--- src/rtl/carry_look_ahead_adder_4bit_pkg.sv ---
// Shared constants and elaboration helpers for the carry-lookahead adder family.
// The slice width is fixed at 4. Wider adders are built from whole slices.
package adder_pkg;

    localparam int GROUP_W = 4;

    // True when w can be tiled exactly by 4-bit lookahead slices.
    function automatic bit width_ok(input int w);
        return (w > 0) && ((w % GROUP_W) == 0);
    endfunction

endpackage

--- src/rtl/carry_look_ahead_adder_4bit_if.sv ---
// Operand/result bundle for the registered carry-lookahead adder.
// There is no handshake: operands are sampled on every rising edge and the
// result is valid one cycle later. p_out/g_out are combinational from a/b.
interface carry_look_ahead_adder_4bit_if #(
    parameter int WIDTH = 4
);

    logic [WIDTH-1:0] a;
    logic [WIDTH-1:0] b;
    logic             c_in;
    logic [WIDTH-1:0] s;
    logic             c_out;
    logic             p_out;
    logic             g_out;

    modport master (
        output a,
        output b,
        output c_in,
        input  s,
        input  c_out,
        input  p_out,
        input  g_out
    );

    modport slave (
        input  a,
        input  b,
        input  c_in,
        output s,
        output c_out,
        output p_out,
        output g_out
    );

endinterface

--- src/rtl/carry_look_ahead_adder_4bit_cla_group4.sv ---
// Purely combinational 4-bit carry-lookahead slice.
// Exports group propagate/generate for a second lookahead level above it.
module cla_group4 (
    input  logic [3:0] a,
    input  logic [3:0] b,
    input  logic       cin,
    output logic [3:0] s,
    output logic       gp,
    output logic       gg
);

    logic [3:0] p;
    logic [3:0] g;
    logic       c1;
    logic       c2;
    logic       c3;

    assign p = a ^ b;
    assign g = a & b;

    // Each carry is a flat sum of products so depth stays constant per bit.
    assign c1 = g[0]
              | (p[0] & cin);
    assign c2 = g[1]
              | (p[1] & g[0])
              | (p[1] & p[0] & cin);
    assign c3 = g[2]
              | (p[2] & g[1])
              | (p[2] & p[1] & g[0])
              | (p[2] & p[1] & p[0] & cin);

    assign s = p ^ {c3, c2, c1, cin};

    assign gp = p[3] & p[2] & p[1] & p[0];
    assign gg = g[3]
              | (p[3] & g[2])
              | (p[3] & p[2] & g[1])
              | (p[3] & p[2] & p[1] & g[0]);

endmodule

--- src/rtl/carry_look_ahead_adder_4bit.sv ---
// Registered carry-lookahead adder: WIDTH/4 slices joined by a second lookahead
// level, with {c_out, s} registered and p_out/g_out left combinational.
module carry_look_ahead_adder_4bit
    import adder_pkg::*;
#(
    parameter int WIDTH = 4
) (
    input  logic                          clk,
    input  logic                          rst_n,
    carry_look_ahead_adder_4bit_if.slave  bus
);

    localparam int NG = WIDTH / GROUP_W;

    if (!width_ok(WIDTH)) begin : g_width_check
        $error("carry_look_ahead_adder_4bit: WIDTH must be a positive multiple of 4");
    end

    // Carry into group j from the group terms below it. Every j is computed
    // independently and flattens to one AND-OR level over (GP, GG).
    function automatic logic carry_into(
        input logic [NG-1:0] gp_v,
        input logic [NG-1:0] gg_v,
        input logic          cin_v,
        input int            j
    );
        logic acc;
        logic run;
        acc = 1'b0;
        run = 1'b1;
        for (int k = j - 1; k >= 0; k--) begin
            acc = acc | (run & gg_v[k]);
            run = run & gp_v[k];
        end
        acc = acc | (run & cin_v);
        return acc;
    endfunction

    logic [NG-1:0]    gp;
    logic [NG-1:0]    gg;
    logic [NG:0]      gc;
    logic [WIDTH-1:0] sum;
    logic [WIDTH-1:0] s_q;
    logic             c_out_q;

    assign gc[0] = bus.c_in;

    for (genvar j = 0; j < NG; j++) begin : g_grp
        cla_group4 u_grp (
            .a   (bus.a[GROUP_W*j +: GROUP_W]),
            .b   (bus.b[GROUP_W*j +: GROUP_W]),
            .cin (gc[j]),
            .s   (sum[GROUP_W*j +: GROUP_W]),
            .gp  (gp[j]),
            .gg  (gg[j])
        );
        assign gc[j+1] = carry_into(gp, gg, bus.c_in, j + 1);
    end

    always_ff @(posedge clk or negedge rst_n) begin
        if (!rst_n) begin
            s_q     <= '0;
            c_out_q <= 1'b0;
        end else begin
            s_q     <= sum;
            c_out_q <= gc[NG];
        end
    end

    assign bus.s     = s_q;
    assign bus.c_out = c_out_q;
    assign bus.p_out = &gp;
    assign bus.g_out = carry_into(gp, gg, 1'b0, NG);

endmodule

--- src/flat_wrapper.sv ---
// flat-port wrapper written by rule: the top's interface ports become plain ports
module carry_look_ahead_adder_4bit_flat import adder_pkg::*;
#(
    parameter int WIDTH = 4
)
  (clk, rst_n, bus_a, bus_b, bus_c_in, bus_s, bus_c_out, bus_p_out, bus_g_out);
  carry_look_ahead_adder_4bit_if #(.WIDTH(WIDTH)) bus_i ();
  input  logic clk;
  input  logic rst_n;
  input wire logic [$bits(bus_i.a)-1:0] bus_a;
  input wire logic [$bits(bus_i.b)-1:0] bus_b;
  input wire logic [$bits(bus_i.c_in)-1:0] bus_c_in;
  output wire logic [$bits(bus_i.s)-1:0] bus_s;
  output wire logic [$bits(bus_i.c_out)-1:0] bus_c_out;
  output wire logic [$bits(bus_i.p_out)-1:0] bus_p_out;
  output wire logic [$bits(bus_i.g_out)-1:0] bus_g_out;
  assign bus_i.a = bus_a;
  assign bus_i.b = bus_b;
  assign bus_i.c_in = bus_c_in;
  assign bus_s = bus_i.s;
  assign bus_c_out = bus_i.c_out;
  assign bus_p_out = bus_i.p_out;
  assign bus_g_out = bus_i.g_out;
  carry_look_ahead_adder_4bit #(.WIDTH(WIDTH)) u_core (.clk(clk), .rst_n(rst_n), .bus(bus_i));
endmodule
--- config.mk ---
export PLATFORM = sky130hd
export DESIGN_NAME = carry_look_ahead_adder_4bit_flat
export DESIGN_NICKNAME = d
export VERILOG_FILES = /design/src/rtl/carry_look_ahead_adder_4bit_pkg.sv /design/src/rtl/carry_look_ahead_adder_4bit_if.sv /design/src/rtl/carry_look_ahead_adder_4bit_cla_group4.sv /design/src/rtl/carry_look_ahead_adder_4bit.sv /design/src/flat_wrapper.sv
export SDC_FILE = /design/constraint.sdc
export NUM_CORES = 1
export LEC_CHECK = 0
export BUFFER_PORTS_ARGS = -buffer_cell sky130_fd_sc_hd__clkbuf_2
export CAP_MARGIN = 10
export CORE_AREA = 2 2 39 41
export CTS_BUF_LIST = sky130_fd_sc_hd__clkbuf_16
export CTS_CLUSTER_SIZE = 14
export DETAILED_ROUTE_END_ITERATION = 16
export DIE_AREA = 0 0 41 43
export GPL_ROUTABILITY_DRIVEN = 1
export HOLD_SLACK_MARGIN = 0.12
export PLACE_DENSITY = 0.53
export REMOVE_ABC_BUFFERS = 1
export SKIP_LAST_GASP = 1
export SYNTH_ARGS = -nofsm -noshare
export SYNTH_HDL_FRONTEND = slang
export SYNTH_SLANG_ARGS = --single-unit
--- constraint.sdc ---
create_clock -name clk -period 0.93 [get_ports clk]
set_input_delay 0.0465 -clock clk [delete_from_list [all_inputs] [get_ports clk]]
set_output_delay 0.0465 -clock clk [all_outputs]
set_load 0.01 [all_outputs]
==> summary.md <==
| Metric | Value |
|---|---|
| Primary FF master, synth | dfrtp_1 |
| Compound-gate portion of the synthesized area | 11.8% |
| DR iter-0 viols | 0 |
| Worst Setup End Kind | primary output |
| CORE AREA | between 1000 and 1500 um2 |
| Placed cell area | around 440 um2 |
| Number of global-route vias before repair | 326 |
| Setup-failing EPs final | 1 |
| Global-route met1 utilization | 10.0% |
| Global-route wire length before repair | 1.26 mm |
| DR DRC count | 0 |
| Final core occ | 43.2% |
| WL/cell | 10.6 um |
| EDFF count, synth | 0 |
| Multiplexer share of the synthesized area | 0% |
| CP startpoint kind | input port |
| Synth top area share | 40.7% |
| Rel. slew slack | 87.8% |
| Pwr/cell area | between 2000 and 2500 nW/um2 |
| Post-synth top area cell | dfrtp_1 |
| Layer with the highest usage | met2 |
| Syn Inst Count | 27 |
| Layout cells sized above 1 | 58.9% |
| # rows | 14 |
| Mapped cell area | 308 um2 |
| Initial Utilization | 22.2% |
| CTS tree | yes |
| GR Overflow Total | 0 |
| Top cells by count, synth | dfrtp_1 (5), ha_1 (4), inv_1 (4) |
| Syn avg cell area | 11.4 um2 |
| Worst Path Required | slightly below 900 ps |
| Cts bufs inserted | 3 |
| Synth warn | 0 |
| I/O Buffers | 17 |
| Largest net degree at the start of global routing | 6 |
| DR vias | a little over 300 |
| First-pass DRT Iterations | 1 |
| Die H | 43 um |
| ANT nets after route | 0 |
| WL final | between 700 and 800 um |
| Met3 Resource Use GR | 1.57% |
| Layout Cells excl Fill | between 70 and 80 |
| Ports | 18 |
| Max clock buf depth | 2 |
| Yosys cell types | 14 |
| Via density | 4.19 |
| Gpl congestion | 0.637 |
| Failing checks | setup timing |
| Period utilization | 100% |
| Main combinational cell family by area after synthesis | adder cells |
| Async set or reset register ratio after synthesis | 100% |
| Antenna diodes | 0 |
| Critical Path Fanout Max | 3 |
| Synth Area in XOR/XNOR | roughly 8.5% |
| Setup CP Type | in -> out |
| Gr usage total | 10.8% |
| Setup TNS | -2.89 ps |
| Die Span X | around 40 um |
| Die area | 1760 um2 |
| Initial antenna violation count | 0 |
| Max Freq | ~1100 MHz |
| Final-stage net count | 73 |
| Synth top area cells | dfrtp_1 (41%), ha_1 (16%), a21o_1 (7.3%) |
| Met2 usage | 19.1% |
| Peak supply drop | 0.686 mV |
| Pleak | 0.327 nW |
| Post-DP HPWL | about 470 um |
| RSZ-0062 raised after global routing | true |
| Synth-to-layout area growth | 94.3% |
| Clock Sinks | 5 |
| Min cycle time layout | 933 ps |
| Design Area, Final | 598 um2 |
| Max Cap Viol | 0 |
| Slew @ Worst Pin | 183 ps |
| Sequential area share after synthesis | about two fifths |
| Area fraction in and, or, nand and nor cells after synthesis | ~11% |
| Outcome | finished, violations left |
| Adder-cell share of the synthesized area | 22.8% |
| Clk pin slew, worst setup/hold paths | 30 ps |
| Endpoints failing hold | 0 |
| Final Max Tran Viols | 0 |
| Post-synthesis register bit count | 5 |
| Placed Cells incl. Taps | 63 |
| Total Power | 0.00123 W |
| H-tree levels | 1 |
| Worst Hold Class | in -> async |
| Count leader, synth | dfrtp_1 |
| Setup ws final | -2.89 ps |
| Root Buffer | clkbuf_16 |
| Critical path arrival | 890 ps |
[state kept, by name, summed over array words and instances, names as in the netlist]
signal and flops:
u_core.bus.c_out 1, u_core.bus.s 4
[worst max-delay path, stage by stage]
cell and delay [ps]:
buf_6 100, ha_4 240, a21oi_2 130, nand2_1 70, a21o_1 160, buf_2 130
[cell families (layout without fill, tap and decap cells)]
group           count (synthesis)  after routing
compound gates                  5              5
fa+ha+maj                       5              5
flops                           5              5
buf+inv                         4             33
simple gates                    5              5
xor+xnor                        3              3
[metrics by stage]
step           setup WS, ps  hold WS (ps)
5_1_grt               -56.4           189
6_report              -2.89           174
4_1_cts                6.05           176
2_1_floorplan         -2.57          -249
3_5_place_dp           -130          -133
3_3_place_gp           -127          -137
[power by group]
part | internal (W) | total [W] | switching [W]
registers | 0.000257 | 0.000266 | 0.00000902
logic | 0.000152 | 0.000278 | 0.000126
clock network | 0.000555 | 0.000681 | 0.000126
[final timing paths]
check	depth (start not counted)	to	slack (ps)	startpoint
max in group asynchronous	2	u_core.bus.c_out	620	rst_n
setup / recovery	6	bus_g_out	-3	bus_b[2]
min in group clk	3	u_core.bus.c_out	170	bus_a[3]
hold / removal	2	u_core.bus.s[1]	170	rst_n
[area by class of cell]
| cell class | count | area [um2] |
|---|---|---|
| inverters | 4 | 15.0 |
| multi-input cells | 18 | 199 |
| clock inverters | 1 | 3.75 |
| clock buffers | 3 | 75.1 |
| fillers | 137 | 786 |
| well taps | 16 | 20.0 |
| flip-flops and latches | 5 | 125 |
| repair buffers | 25 | 160 |
[metal layers]
metal  vias to the layer above  wire [um]  share of wire (%)
li1                        149          -                  -
met1                       141        259                 34
met2                        12        425                 56
met3                         0         77                 10
met4                         0          0                  0
met5                         -          0                  0
[timing repair]
item / CTS / global route
hold buffers: 1 / 0
buffers inserted: 4 / 0
endpoints found under the setup margin: 1 / 4
endpoints found under the hold margin: 5 / 0
resized for setup: 2 / 8
pin swaps: 4 / 7
[cell usage in the layout, fill, tap and decap left out]
| master | n |
|---|---|
| fa_1 | 1 |
| xnor2_1 | 2 |
| ha_4 | 2 |
| buf_2 | 1 |
| dfrtp_1 | 5 |
| ha_1 | 2 |
| nand4_1 | 1 |
| xor2_1 | 1 |
| inv_1 | 5 |
| buf_6 | 2 |
| clkbuf_16 | 3 |
| a21oi_1 | 1 |
| a21oi_2 | 1 |
| nand3_2 | 2 |
| nand2_1 | 1 |
| dlygate4sd3_1 | 1 |
| a21o_1 | 3 |
| buf_4 | 7 |
| clkbuf_2 | 14 |
| and4_4 | 1 |
Power figures use the tool's default switching activity.
